`config.mk`:
```
export PLATFORM = sky130hd
export DESIGN_NAME = sender_arbiter_flat
export DESIGN_NICKNAME = d
export VERILOG_FILES = /design/src/rtl/sender_arb_pkg.sv /design/src/rtl/sender_arbiter_if.sv /design/src/rtl/sender_arbiter_rr_arb2.sv /design/src/rtl/sender_arbiter.sv /design/src/flat_wrapper.sv
export SDC_FILE = /design/constraint.sdc
export NUM_CORES = 1
export LEC_CHECK = 0
export CORE_ASPECT_RATIO = 1.1
export CORE_MARGIN = 4
export CORE_UTILIZATION = 40
export DETAILED_ROUTE_END_ITERATION = 7
export DONT_BUFFER_PORTS = 1
export PLACE_DENSITY = 0.63
export SYNTH_ARGS = -nofsm -noshare
export SYNTH_HDL_FRONTEND = slang
export SYNTH_SLANG_ARGS = --single-unit
```
`constraint.sdc`:
```
create_clock -name clk -period 4.8 [get_ports clk]
set_input_delay 0.96 -clock clk [delete_from_list [all_inputs] [get_ports clk]]
set_output_delay 0.96 -clock clk [all_outputs]
set_load 0.03 [all_outputs]
```
`src/rtl/sender_arb_pkg.sv`:
```
// Shared types and constants for the Sender link arbiter.
package sender_arb_pkg;

  typedef enum logic [2:0] {
    IDLE  = 3'd0,
    SETUP = 3'd1,
    GO    = 3'd2,
    WAIT  = 3'd3,
    DONE  = 3'd4
  } state_t;

  localparam int CMD_UP   = 0;
  localparam int CMD_DOWN = 1;

  localparam logic CH1 = 1'b0;
  localparam logic CH2 = 1'b1;

  // Up and Down together cannot be expressed on the Sender.
  function automatic logic cmd_illegal(input logic [1:0] cmd);
    return cmd[CMD_UP] & cmd[CMD_DOWN];
  endfunction

endpackage

```
`src/rtl/sender_arbiter_if.sv`:
```
// Sender command/handshake link: the arbiter is master, the Sender is slave.
interface sender_arbiter_if;
  logic snd_ch1;
  logic snd_ch2;
  logic snd_up;
  logic snd_down;
  logic snd_go;
  logic snd_comp;

  modport master (
    output snd_ch1, snd_ch2, snd_up, snd_down, snd_go,
    input  snd_comp
  );

  modport slave (
    input  snd_ch1, snd_ch2, snd_up, snd_down, snd_go,
    output snd_comp
  );
endinterface

```
`src/rtl/sender_arbiter_rr_arb2.sv`:
```
// Two-input round-robin picker; last_grant starts at CH2 so CH1 wins the first tie.
module rr_arb2
  import sender_arb_pkg::*;
(
  input  logic clk,
  input  logic reset,
  input  logic req1,
  input  logic req2,
  input  logic update,
  input  logic update_ch,
  output logic any_req,
  output logic pick
);

  logic last_grant;

  always_comb begin
    any_req = req1 | req2;
    if (req1 && req2) pick = (last_grant == CH1) ? CH2 : CH1;
    else if (req2)    pick = CH2;
    else              pick = CH1;
  end

  always_ff @(posedge clk or negedge reset) begin
    if (!reset)      last_grant <= CH2;
    else if (update) last_grant <= update_ch;
  end

endmodule

```
`src/rtl/sender_arbiter.sv`:
```
// Shares the Sender link between two channels: round-robin grant, go pulse, comp/timeout wait.
// Optional statistics counters are built when SENDER_ARB_STATS_EN is defined.
module sender_arbiter
  import sender_arb_pkg::*;
#(
  parameter int GO_LEN  = 1,
  parameter int TIMEOUT = 1000,
  parameter int CW      = 16
) (
  input  logic             clk,
  input  logic             reset,
  input  logic             req1,
  input  logic             req2,
  input  logic [1:0]       cmd1,
  input  logic [1:0]       cmd2,
  output logic             gnt1,
  output logic             gnt2,
  output logic             done1,
  output logic             done2,
  output logic             err,
  output logic             busy,
`ifdef SENDER_ARB_STATS_EN
  output logic [15:0]      cnt1,
  output logic [15:0]      cnt2,
  output logic [7:0]       errcnt,
`endif
  sender_arbiter_if.master snd
);

  localparam logic [3:0]    GO_LAST  = 4'(GO_LEN - 1);
  localparam logic [CW-1:0] TMO_LAST = CW'(TIMEOUT - 1);

  state_t        state;
  logic          owner;
  logic [1:0]    cmd_q;
  logic [3:0]    go_cnt;
  logic [CW-1:0] tmo_cnt;
  logic          any_req;
  logic          pick;
  logic [1:0]    sel_cmd;
  logic          fin;
  logic          fin_err;

  rr_arb2 u_arb (
    .clk       (clk),
    .reset     (reset),
    .req1      (req1),
    .req2      (req2),
    .update    (state == DONE),
    .update_ch (owner),
    .any_req   (any_req),
    .pick      (pick)
  );

  // fin marks the last cycle of SETUP (illegal cmd) or WAIT; comp beats expiry.
  always_comb begin
    sel_cmd = (pick == CH1) ? cmd1 : cmd2;
    fin     = 1'b0;
    fin_err = 1'b0;
    case (state)
      SETUP: if (cmd_illegal(cmd_q)) begin
        fin     = 1'b1;
        fin_err = 1'b1;
      end
      WAIT: begin
        if (snd.snd_comp) begin
          fin = 1'b1;
        end else if (tmo_cnt == TMO_LAST) begin
          fin     = 1'b1;
          fin_err = 1'b1;
        end
      end
      default: ;
    endcase
  end

  always_ff @(posedge clk or negedge reset) begin
    if (!reset) begin
      state        <= IDLE;
      owner        <= CH1;
      cmd_q        <= '0;
      go_cnt       <= '0;
      tmo_cnt      <= '0;
      gnt1         <= 1'b0;
      gnt2         <= 1'b0;
      done1        <= 1'b0;
      done2        <= 1'b0;
      err          <= 1'b0;
      busy         <= 1'b0;
      snd.snd_ch1  <= 1'b0;
      snd.snd_ch2  <= 1'b0;
      snd.snd_up   <= 1'b0;
      snd.snd_down <= 1'b0;
      snd.snd_go   <= 1'b0;
    end else begin
      unique case (state)
        IDLE: if (any_req) begin
          owner        <= pick;
          cmd_q        <= sel_cmd;
          gnt1         <= (pick == CH1);
          gnt2         <= (pick == CH2);
          snd.snd_ch1  <= (pick == CH1);
          snd.snd_ch2  <= (pick == CH2);
          snd.snd_up   <= sel_cmd[CMD_UP];
          snd.snd_down <= sel_cmd[CMD_DOWN];
          busy         <= 1'b1;
          state        <= SETUP;
        end
        SETUP: if (!fin) begin
          snd.snd_go <= 1'b1;
          go_cnt     <= GO_LAST;
          state      <= GO;
        end
        GO: begin
          if (go_cnt == 4'd0) begin
            snd.snd_go <= 1'b0;
            tmo_cnt    <= '0;
            state      <= WAIT;
          end else begin
            go_cnt <= go_cnt - 1'b1;
          end
        end
        WAIT: if (!fin) tmo_cnt <= tmo_cnt + 1'b1;
        DONE: begin
          done1   <= 1'b0;
          done2   <= 1'b0;
          err     <= 1'b0;
          busy    <= 1'b0;
          tmo_cnt <= '0;
          state   <= IDLE;
        end
        default: state <= IDLE;
      endcase

      if (fin) begin
        done1        <= (owner == CH1);
        done2        <= (owner == CH2);
        err          <= fin_err;
        gnt1         <= 1'b0;
        gnt2         <= 1'b0;
        snd.snd_ch1  <= 1'b0;
        snd.snd_ch2  <= 1'b0;
        snd.snd_up   <= 1'b0;
        snd.snd_down <= 1'b0;
        tmo_cnt      <= '0;
        state        <= DONE;
      end
    end
  end

`ifdef SENDER_ARB_STATS_EN
  always_ff @(posedge clk or negedge reset) begin
    if (!reset) begin
      cnt1   <= '0;
      cnt2   <= '0;
      errcnt <= '0;
    end else begin
      if (done1 && !err) cnt1 <= cnt1 + 1'b1;
      if (done2 && !err) cnt2 <= cnt2 + 1'b1;
      if ((done1 || done2) && err && errcnt != 8'hFF) errcnt <= errcnt + 1'b1;
    end
  end
`endif

endmodule

```
`src/flat_wrapper.sv`:
```
// flat-port wrapper written by rule: the top's interface ports become plain ports
module sender_arbiter_flat import sender_arb_pkg::*;
#(
  parameter int GO_LEN  = 1,
  parameter int TIMEOUT = 1000,
  parameter int CW      = 16
)
  (clk, reset, req1, req2, cmd1, cmd2, gnt1, gnt2, done1, done2, err, busy, snd_snd_ch1, snd_snd_ch2, snd_snd_up, snd_snd_down, snd_snd_go, snd_snd_comp);
  sender_arbiter_if snd_i ();
  input  logic clk;
  input  logic reset;
  input  logic req1;
  input  logic req2;
  input  logic [1:0] cmd1;
  input  logic [1:0] cmd2;
  output logic gnt1;
  output logic gnt2;
  output logic done1;
  output logic done2;
  output logic err;
  output logic busy;
  output wire logic [$bits(snd_i.snd_ch1)-1:0] snd_snd_ch1;
  output wire logic [$bits(snd_i.snd_ch2)-1:0] snd_snd_ch2;
  output wire logic [$bits(snd_i.snd_up)-1:0] snd_snd_up;
  output wire logic [$bits(snd_i.snd_down)-1:0] snd_snd_down;
  output wire logic [$bits(snd_i.snd_go)-1:0] snd_snd_go;
  input wire logic [$bits(snd_i.snd_comp)-1:0] snd_snd_comp;
  assign snd_snd_ch1 = snd_i.snd_ch1;
  assign snd_snd_ch2 = snd_i.snd_ch2;
  assign snd_snd_up = snd_i.snd_up;
  assign snd_snd_down = snd_i.snd_down;
  assign snd_snd_go = snd_i.snd_go;
  assign snd_i.snd_comp = snd_snd_comp;
  sender_arbiter #(.GO_LEN(GO_LEN), .TIMEOUT(TIMEOUT), .CW(CW)) u_core (.clk(clk), .reset(reset), .req1(req1), .req2(req2), .cmd1(cmd1), .cmd2(cmd2), .gnt1(gnt1), .gnt2(gnt2), .done1(done1), .done2(done2), .err(err), .busy(busy), .snd(snd_i));
endmodule
```
==> results of run 1 <==
-- layer usage --
metal / wire [um] / share of wire [%] / global-route usage [%] / vias up
met3: 194 / 4.9 / 3.90 / 5
met5: 0 / 0 / 0 / -
li1: - / - / - / 751
met2: 1870 / 48 / 24.9 / 33
met1: 1810 / 46 / 16.1 / 720
met4: 53 / 1.4 / 3.74 / 0
-- cells in the final DEF (no fill, tap or decap), drive strengths merged, types with 5 or more instances in the layout --
cell type,instances
a21oi,5
a31oi,14
a41oi,9
and3,7
clkbuf,7
dfrtp,35
inv,6
mux2i,5
nand2,19
nand3,12
nand4,7
o21ai,7
-- metrics by stage --
step                hold slack, ns  worst slack, ns
floorplan                    0.423             2.95
finish                       0.361             2.56
global placement             0.428             2.66
CTS                          0.346             2.59
global route                 0.330             2.37
detailed placement           0.448             2.61
-- final cells by class --
class	count	area, um^2
clock buffer	7	96.3
clock inverter	1	30.0
fill	471	2660
inverter	6	22.5
multi-input combinational	143	997
sequential	36	902
tap	56	70.1
timing repair buffer	1	7.51
-- synthesized netlist by cell type, drive strengths merged --
cell,instances
dfrtp,35
nand2,19
a31oi,14
buf,14
nand3,12
a41oi,9
and3,7
nand4,7
o21ai,7
inv,6
a21oi,5
mux2i,5
and2,4
and4,4
clkbuf,4
nand2b,4
nor2b,4
nor3,4
o21a,4
ha,3
nor2,3
o2bb2ai,3
nand3b,2
nand4b,2
o211a,2
or3b,2
a21bo,1
a21boi,1
a21o,1
a32oi,1
and4bb,1
dfstp,1
mux2,1
nor3b,1
nor4,1
nor4b,1
o2111ai,1
o211ai,1
o22ai,1
o311ai,1
o31a,1
o31ai,1
o41ai,1
xnor2,1
-- critical path, delay by kind of cell (launching register included) --
family           cells  cell delay (ns)
AND/OR/NAND/NOR      3             1.33
flip-flops           1             0.48
AO/OA/AOI/OAI        1             0.33
-- kinds of logic (layout without fill, tap and decap cells) --
| family | Yosys count | count (layout) | synth area share [%] |
|---|---|---|---|
| xor+xnor | 1 | 1 | 0.432 |
| fa+ha+maj | 3 | 3 | 1.85 |
| simple gates | 78 | 78 | 22.9 |
| flops | 36 | 36 | 44.5 |
| buf+inv | 24 | 15 | 6.78 |
| compound gates | 55 | 55 | 20.5 |
| mux | 6 | 6 | 3.02 |
-- registers in the layout, summed over array words and instances, names as in the netlist --
signal and count:
u_core.snd.snd_down 1, u_core.u_arb.last_grant 1, u_core.tmo_cnt 16, u_core.err 1
u_core.busy 1, u_core.cmd_q 2, u_core.snd.snd_go 1, u_core.snd.snd_up 1
u_core.go_cnt 4, u_core.state 3, u_core.done2 1, u_core.done1 1
u_core.snd.snd_ch1 1, u_core.snd.snd_ch2 1, u_core.owner 1
-- power by group through the flow --
stage	Combinational, uW	Sequential (uW)	Clock [uW]
2_1_floorplan	333	487	0
3_3_place_gp	301	538	0
3_5_place_dp	304	538	0
4_1_cts	305	533	300
5_1_grt	339	547	315
6_report	300	531	290
-- path summary, 6_finish.rpt --
check	start	to	depth (start not counted)
min in group clk	u_core.owner$_DFFE_PN0P_	u_core.done1$_DFFE_PN0P_	1
worst max-delay path	u_core.state[0]$_DFFE_PN0P_	u_core.tmo_cnt[9]$_DFFE_PN0P_	4
worst min-delay path	reset	u_core.tmo_cnt[11]$_DFFE_PN0P_	0
worst min register to register	u_core.owner$_DFFE_PN0P_	u_core.done1$_DFFE_PN0P_	1
worst max register to register	u_core.state[0]$_DFFE_PN0P_	u_core.tmo_cnt[9]$_DFFE_PN0P_	4
max in group asynchronous	reset	u_core.u_arb.last_grant$_DFFE_PN1P_	0
==> run summary, run 1 <==
Finished Cell Area - 2130 um^2
Die Span X - 75.9 um
Final hold viol count - 0
Startpoint Class - flip-flop
Crit Path Class - flip-flop to flip-flop
Rel. slew slack - 42.0%
Area grow syn2layout - 4.75%
PwrDens - 528 nW/um^2
Final cell count without fillers - 250
Clk buf depth - 2
Root Buffer - clkbuf_8
P_leak - 0.000885 uW
Cells after DPL - 242
Post-cts sizing count - 0
Worst-path clk slew - 0.07 ns
Initial antenna violation count - 0
Initial detailed-routing violation count - 64
Crit path DAT - 2.43 ns
Clk_skew - 0.00683 ns
Max Cap Violations - 0
Final min period - 2.24 ns
Least-Margin Pin Slew - 0.870 ns
Placed instance area - 2000 um^2
DIE AREA - 6280 um^2
DRT Pass-1 Iters - 4
HP Class - primary input to asynchronous set/reset pin
CP peak stage delay - 0.75 ns
Global-route wire length before repair - 7080 um
# diodes - 0
Worst reg2reg setup slack - 2.56 ns
Period utilisation layout - 46.7%
Drt total wl - 3920 um
Synth Warn # - 0
Mapped Cells - 203
Crit path max fanout - 28
Worst path required time - 4.99 ns
Core area - 4780 um^2
Initial core utilization - 42.4%
Slowest cell on crit path - and2_1
FMAX - 446 MHz
Layout cells sized above 1 - 10.3%
Placer congestion estimate - 0.769
RSZ-0062 raised after global routing - false
Post-synth design cell area - 2030 um^2
Overflow after GRT - 0
Syn avg cell area - 10.0 um^2
Top post-synthesis cells by area - dfrtp_1 43%, a31oi_1 4.3%, a41oi_1 3.9%
CTS sink count - 36
IO Pins - 20
Power Total - 1120 uW
Crit. End Element - flip-flop
Via Count - 1,509
Fin util - 44.5%
Sw Ratio - 39.1%
Final Max Slew Viols - 0
Htree depth - 2
Site row count - 26
Via density - 6.04
Total track usage - 13.8%
Largest net degree at the start of global routing - 37
Post-DP HPWL - 2730 um
Die H - 82.7 um
Seq/Total Area, Yosys - 44.5%
Post CTS Setup Buffer Count - 0
Comb pwr share - 26.8%
Top-area cell type share of the netlist area - 43.2%
Vias in the first global route - 1,525
Psw - 439 uW
Final setup viols - 0
Yosys top cell by area - dfrtp_1
Unique masters post-synth - 49
Synth Register Bits - 36
WL per Instance - 15.7 um
Reg power frac - 47.4%
Final ANT Viol Nets - 0
Clock power share - 25.8%
Nets@finish - 205
Syn nets - 215
Worst skew pair latency - 0.29 ns
Hold_buf cts - 0
IO Port Bufs - 0
CTS tree - yes
Drt drc - 0
Worst VDD drop - 0.267 mV
Cells along the critical path - nor2b_1, and2_1, nand2_1, o311ai_1
CTS buffer count - 5
Cell Int Power - 683 uW
Setup TNS - 0 ns
Status - finished, final reports clean
No activity file was read; power rests on OpenSTA's default activity.
==> inputs of run 2 (changes only) <==
==> constraint.sdc (replaced) <==
create_clock -name clk -period 2.25 [get_ports clk]
set_input_delay 0.45 -clock clk [delete_from_list [all_inputs] [get_ports clk]]
set_output_delay 0.45 -clock clk [all_outputs]
set_load 0.03 [all_outputs]
==> run summary, run 2 (synthesis gave the netlist of run 1 again) <==
Status - finished, final reports clean
Critical Path Sink - u_core.tmo_cnt[9]$_DFFE_PN0P_
Largest Register - u_core.tmo_cnt
Die Span X - 75.9 um
Register area - 902 um^2
RSZ-0062 raised after global routing - false
Initial antenna violation count - 0
HP Class - primary input to flip-flop
Clock power share - 23.9%
Drt total wl - 3960 um
CTS tree - yes
Post-DP HPWL - 2730 um
IO Pins - 20
Reg2Reg Capture Point - u_core.tmo_cnt[9]$_DFFE_PN0P_
Comb pwr share - 30.0%
Final ANT Viol Nets - 0
Post CTS Setup Buffer Count - 0
Least-Margin Pin Slew - 0.568 ns
Sw Ratio - 40.5%
DRT Pass-1 Iters - 5
Initial core utilization - 42.4%
Initial detailed-routing violation count - 98
Placer congestion estimate - 0.799
Setup ws final - 0.283 ns
Crit path DAT - 2.14 ns
Nets@finish - 211
Layout cells sized above 1 - 12.5%
Crit. End Element - flip-flop
Crit Path Class - flip-flop to flip-flop
Setup TNS - 0 ns
Hold_buf cts - 2
FMAX - 508 MHz
IO Port Bufs - 0
Site row count - 26
Most frequent cells in the layout - 35 x dfrtp_1, 19 x nand2_1, 14 x a31oi_1
R2R Path Start - u_core.go_cnt[0]$_DFFE_PN0P_
Cell Int Power - 1430 uW
Vias in the first global route - 1,468
Final cell count without fillers - 256
Worst-path clk slew - 0.07 ns
Drt drc - 0
Psw - 972 uW
Post-cts sizing count - 0
Final Max Slew Viols - 0
Final hold viol count - 0
WL per Instance - 15.5 um
Total track usage - 13.9%
Clk buf depth - 2
Clk_skew - 0.00522 ns
CTS sink count - 36
DIE AREA - 6280 um^2
WHS - 0.338 ns
Reg power frac - 46.1%
Root Buffer - clkbuf_8
Startpoint Class - flip-flop
Area grow syn2layout - 6.97%
Htree depth - 2
Multi-input logic area - 997 um^2
Rel. slew slack - 62.2%
R2r worst-path depth - 6
Period utilisation layout - 87.4%
Final min period - 1.97 ns
Largest regs - u_core.tmo_cnt x16, u_core.go_cnt x4, u_core.state x3
# diodes - 0
Final setup viols - 0
Worst VDD drop - 0.712 mV
PwrDens - 1110 nW/um^2
Die H - 82.7 um
Max reg flops - 16
Worst skew pair latency - 0.29 ns
Worst path required time - 2.42 ns
Crit. Startpoint - u_core.go_cnt[0]$_DFFE_PN0P_
Worst reg2reg setup slack - 0.28 ns
Max Cap Violations - 0
P_leak - 0.000908 uW
Via Count - 1,514
CTS buffer count - 5
Most common cell after layout, fill and taps aside - dfrtp_1
Core area - 4780 um^2
Fill cells - 459
Via density - 5.91
Largest net degree at the start of global routing - 37
Dpl ws - 0.282 ns
Cells after DPL - 246
Crit path max fanout - 16
Global-route wire length before repair - 7020 um
Overflow after GRT - 0
==> run 2: critical path: stages, from the launching register on <==
cell	delay (ns)
dfrtp_1	0.41
inv_1	0.09
ha_1	0.13
or3b_2	0.49
a32oi_4	0.47
nand2b_1	0.17
o311ai_1	0.08
==> run 2: how the worst min path moves through the flow <==
stage / startpoint / slack [ns] / cells after the start / to
final: snd_snd_comp / 0.34 / 2 / u_core.err$_DFFE_PN0P_
after global routing: snd_snd_comp / 0.33 / 2 / u_core.err$_DFFE_PN0P_
after CTS: snd_snd_comp / 0.33 / 2 / u_core.err$_DFFE_PN0P_
after detailed placement: reset / 0.16 / 0 / u_core.tmo_cnt[6]$_DFFE_PN0P_
after global placement: reset / 0.16 / 0 / u_core.tmo_cnt[6]$_DFFE_PN0P_
after floorplan: reset / 0.15 / 0 / u_core.busy$_DFFE_PN0P_
==> run 2: through the flow <==
| step | cell area [um^2] | utilization (%) | power, uW |
|---|---|---|---|
| 6_report | 2170 | 45.4 | 2400 |
| 5_1_grt | 2170 | 45.4 | 2580 |
| 4_1_cts | 2170 | 45.4 | 2430 |
| 3_5_place_dp | 2030 | 42.4 | 1830 |
| 3_3_place_gp | 2030 | 42.4 | 1820 |
| 2_1_floorplan | 2030 | - | 1750 |
==> run 2: power by group through the flow <==
stage / sequential, uW / combinational (uW) / clock [uW]
3_3_place_gp: 1120 / 701 / 0
2_1_floorplan: 1040 / 710 / 0
5_1_grt: 1140 / 813 / 627
6_report: 1110 / 719 / 574
4_1_cts: 1110 / 728 / 596
3_5_place_dp: 1120 / 710 / 0
==> run 2: metal layers <==
layer / vias to the layer above / routed length (um) / GRT usage, %
met2: 28 / 1810 / 22.5
li1: 756 / - / -
met4: 0 / 62 / 5.69
met3: 6 / 189 / 4.45
met1: 724 / 1900 / 17.2
met5: - / 0 / 0
==> run 2: cell type report <==
type / count / share of cell area (%)
Clock buffer: 5 / 3.17
Timing Repair Buffer: 7 / 3.11
Clock inverter: 3 / 1.96
Multi-Input combinational cell: 143 / 45.9
Tap cell: 56 / 3.23
Inverter: 6 / 1.04
Sequential cell: 36 / 41.6
==> inputs of run 3 (changes only) <==
--- a/config.mk
+++ b/config.mk
@@ -13,4 +13,5 @@
 export PLACE_DENSITY = 0.63
 export SYNTH_ARGS = -nofsm -noshare
 export SYNTH_HDL_FRONTEND = slang
+export SYNTH_HIERARCHICAL = 1
 export SYNTH_SLANG_ARGS = --single-unit
==> run summary, run 3 <==
IO Pins - 20
CP bufs+invs - 1
Worst-path clk slew - 0.08 ns
Clk_skew - 0.00406 ns
Site row count - 26
Most common cell after layout, fill and taps aside - dfrtp_1
Initial core utilization - 42.5%
Synth Register Bits - 36
Vias in the first global route - 1,645
Final min period - 2.00 ns
PwrDens - 1250 nW/um^2
Wl on met1 - 2030 um
Startpoint Class - flip-flop
Post-synth design cell area - 2030 um^2
Post-synth EDFFs - 0
Yosys top cell by area - dfrtp_1
Max reg flops - 16
WL per Instance - 15.6 um
Top delay family on crit path - compound AO/OA/AOI/OAI gates
Crit path max fanout - 13
Layout cells sized above 1 - 12.8%
Top-area cell type share of the netlist area - 43.1%
Mapped Cells - 218
Status - finished, final reports clean
Setup TNS - 0 ns
FMAX - 501 MHz
DRT Pass-1 Iters - 4
Worst VDD drop - 0.326 mV
Post-DP HPWL - 3170 um
Primary FF master, synth - dfrtp_1
Post CTS Setup Buffer Count - 0
Most common cell in the netlist - dfrtp_1
Drt drc - 0
Largest regs - u_core/tmo_cnt x16, u_core/go_cnt x4, u_core/state x3
Crit path DAT - 2.19 ns
WHS - 0.344 ns
Root Buffer - clkbuf_8
Die Span X - 76 um
Power Total - 2840 uW
Final hold viol count - 0
Top sig layer - met4
CTS tree - yes
Htree depth - 2
RSZ-0062 raised after global routing - false
R2r worst-path depth - 6
Top post-synthesis cells by area - dfrtp_1 43%, a31oi_1 5.2%, nand2_1 4.1%
# diodes - 0
Slowest cell on crit path - dfrtp_1
Global-route wire length before repair - 7940 um
CTS buffer count - 5
Crit. End Element - flip-flop
Worst skew pair latency - 0.29 ns
CP peak stage delay - 0.43 ns
Synth Warn # - 6
Cells along the critical path - ha_1, and3b_1, a41oi_2, buf_4, nand2_1, o311ai_1
Syn nets - 230
Drt total wl - 4410 um
Total track usage - 15.2%
Core area - 4780 um^2
Unique masters post-synth - 53
Post-cts sizing count - 0
Crit Path Class - flip-flop to flip-flop
P_leak - 0.000934 uW
Hold Path Depth - 2
DIE AREA - 6290 um^2
Final Max Slew Viols - 0
Overflow after GRT - 0
Area grow syn2layout - 11.6%
CTS sink count - 36
Worst path required time - 2.44 ns
Nets@finish - 237
HP Class - primary input to flip-flop
Hold_buf cts - 2
Stages on the worst setup path - 6
WL met3 - 243 um
Largest net degree at the start of global routing - 37
Most frequent cells in the layout - 35 x dfrtp_1, 22 x nand2_1, 17 x a31oi_1
Initial antenna violation count - 0
Final setup viols - 0
Via density - 6.01
Max Cap Violations - 0
Metal2 WL - 2080 um
Via Count - 1,696
Seq/Total Area, Yosys - 44.3%
Post-synth top cells - 35 x dfrtp_1, 22 x nand2_1, 17 x a31oi_1, 14 x nand3_1, 13 x o21ai_0
Period utilisation layout - 88.7%
Syn avg cell area - 9.33 um^2
Fill cells - 428
Largest Register - u_core/tmo_cnt
Initial detailed-routing violation count - 104
Final ANT Viol Nets - 0
Rel. slew slack - 54.5%
Least-Margin Pin Slew - 0.681 ns
Die H - 82.8 um
IO Port Bufs - 0
Placer congestion estimate - 0.928
Clk buf depth - 2
Asr flop ratio synth - 100%
run 3: metrics by stage:
step | instances | setup slack, ns | cell area (um^2) | util (%)
final | 282 | 0.254 | 2270 | 47.5
after global routing | 282 | 0.107 | 2270 | 47.5
after CTS | 282 | 0.234 | 2270 | 47.5
after detailed placement | 272 | 0.264 | 2130 | 44.5
after global placement | 272 | 0.337 | 2130 | 44.5
after floorplan | 218 | 0.529 | 2030 | -
run 3: kinds of logic after synthesis:
logic type | share of synthesized area (%)
compound gates | 20.2
fa+ha+maj | 1.85
buf+inv | 4.92
flops | 44.3
mux | 3.20
simple gates | 25.5
run 3: path summary, 6_finish.rpt:
kind / to / startpoint / slack (ns)
min: u_core/err$_DFFE_PN0P_ / snd_snd_comp / 0.34
min reg2reg: u_core/done1$_DFFE_PN0P_ / u_core/owner$_DFFE_PN0P_ / 0.50
max in group asynchronous: u_core/u_arb/last_grant$_DFFE_PN1P_ / reset / 1.37
min in group asynchronous: u_core/go_cnt[0]$_DFFE_PN0P_ / reset / 0.63
max reg2reg: u_core/tmo_cnt[10]$_DFFE_PN0P_ / u_core/tmo_cnt[0]$_DFFE_PN0P_ / 0.25
max: u_core/tmo_cnt[10]$_DFFE_PN0P_ / u_core/tmo_cnt[0]$_DFFE_PN0P_ / 0.25
run 3: final cells by class:
| type | count | area (um^2) | area share [%] |
|---|---|---|---|
| Clock buffer | 5 | 68.8 | 3.03 |
| Clock inverter | 3 | 42.5 | 1.87 |
| Timing Repair Buffer | 13 | 113 | 4.96 |
| Tap cell | 56 | 70.1 | 3.09 |
| Sequential cell | 36 | 902 | 39.7 |
| Inverter | 9 | 33.8 | 1.49 |
| Multi-Input combinational cell | 160 | 1040 | 45.8 |
run 3: metal layers:
metal	up-vias	GRT usage (%)
met1	814	20.0
met2	41	23.5
met4	0	5.18
li1	836	-
met3	5	4.55
met5	-	0
run 3: power by group:
group	internal [uW]	switching, uW
clock network	328	252
registers	836	362
logic	462	599
total	1630	1210
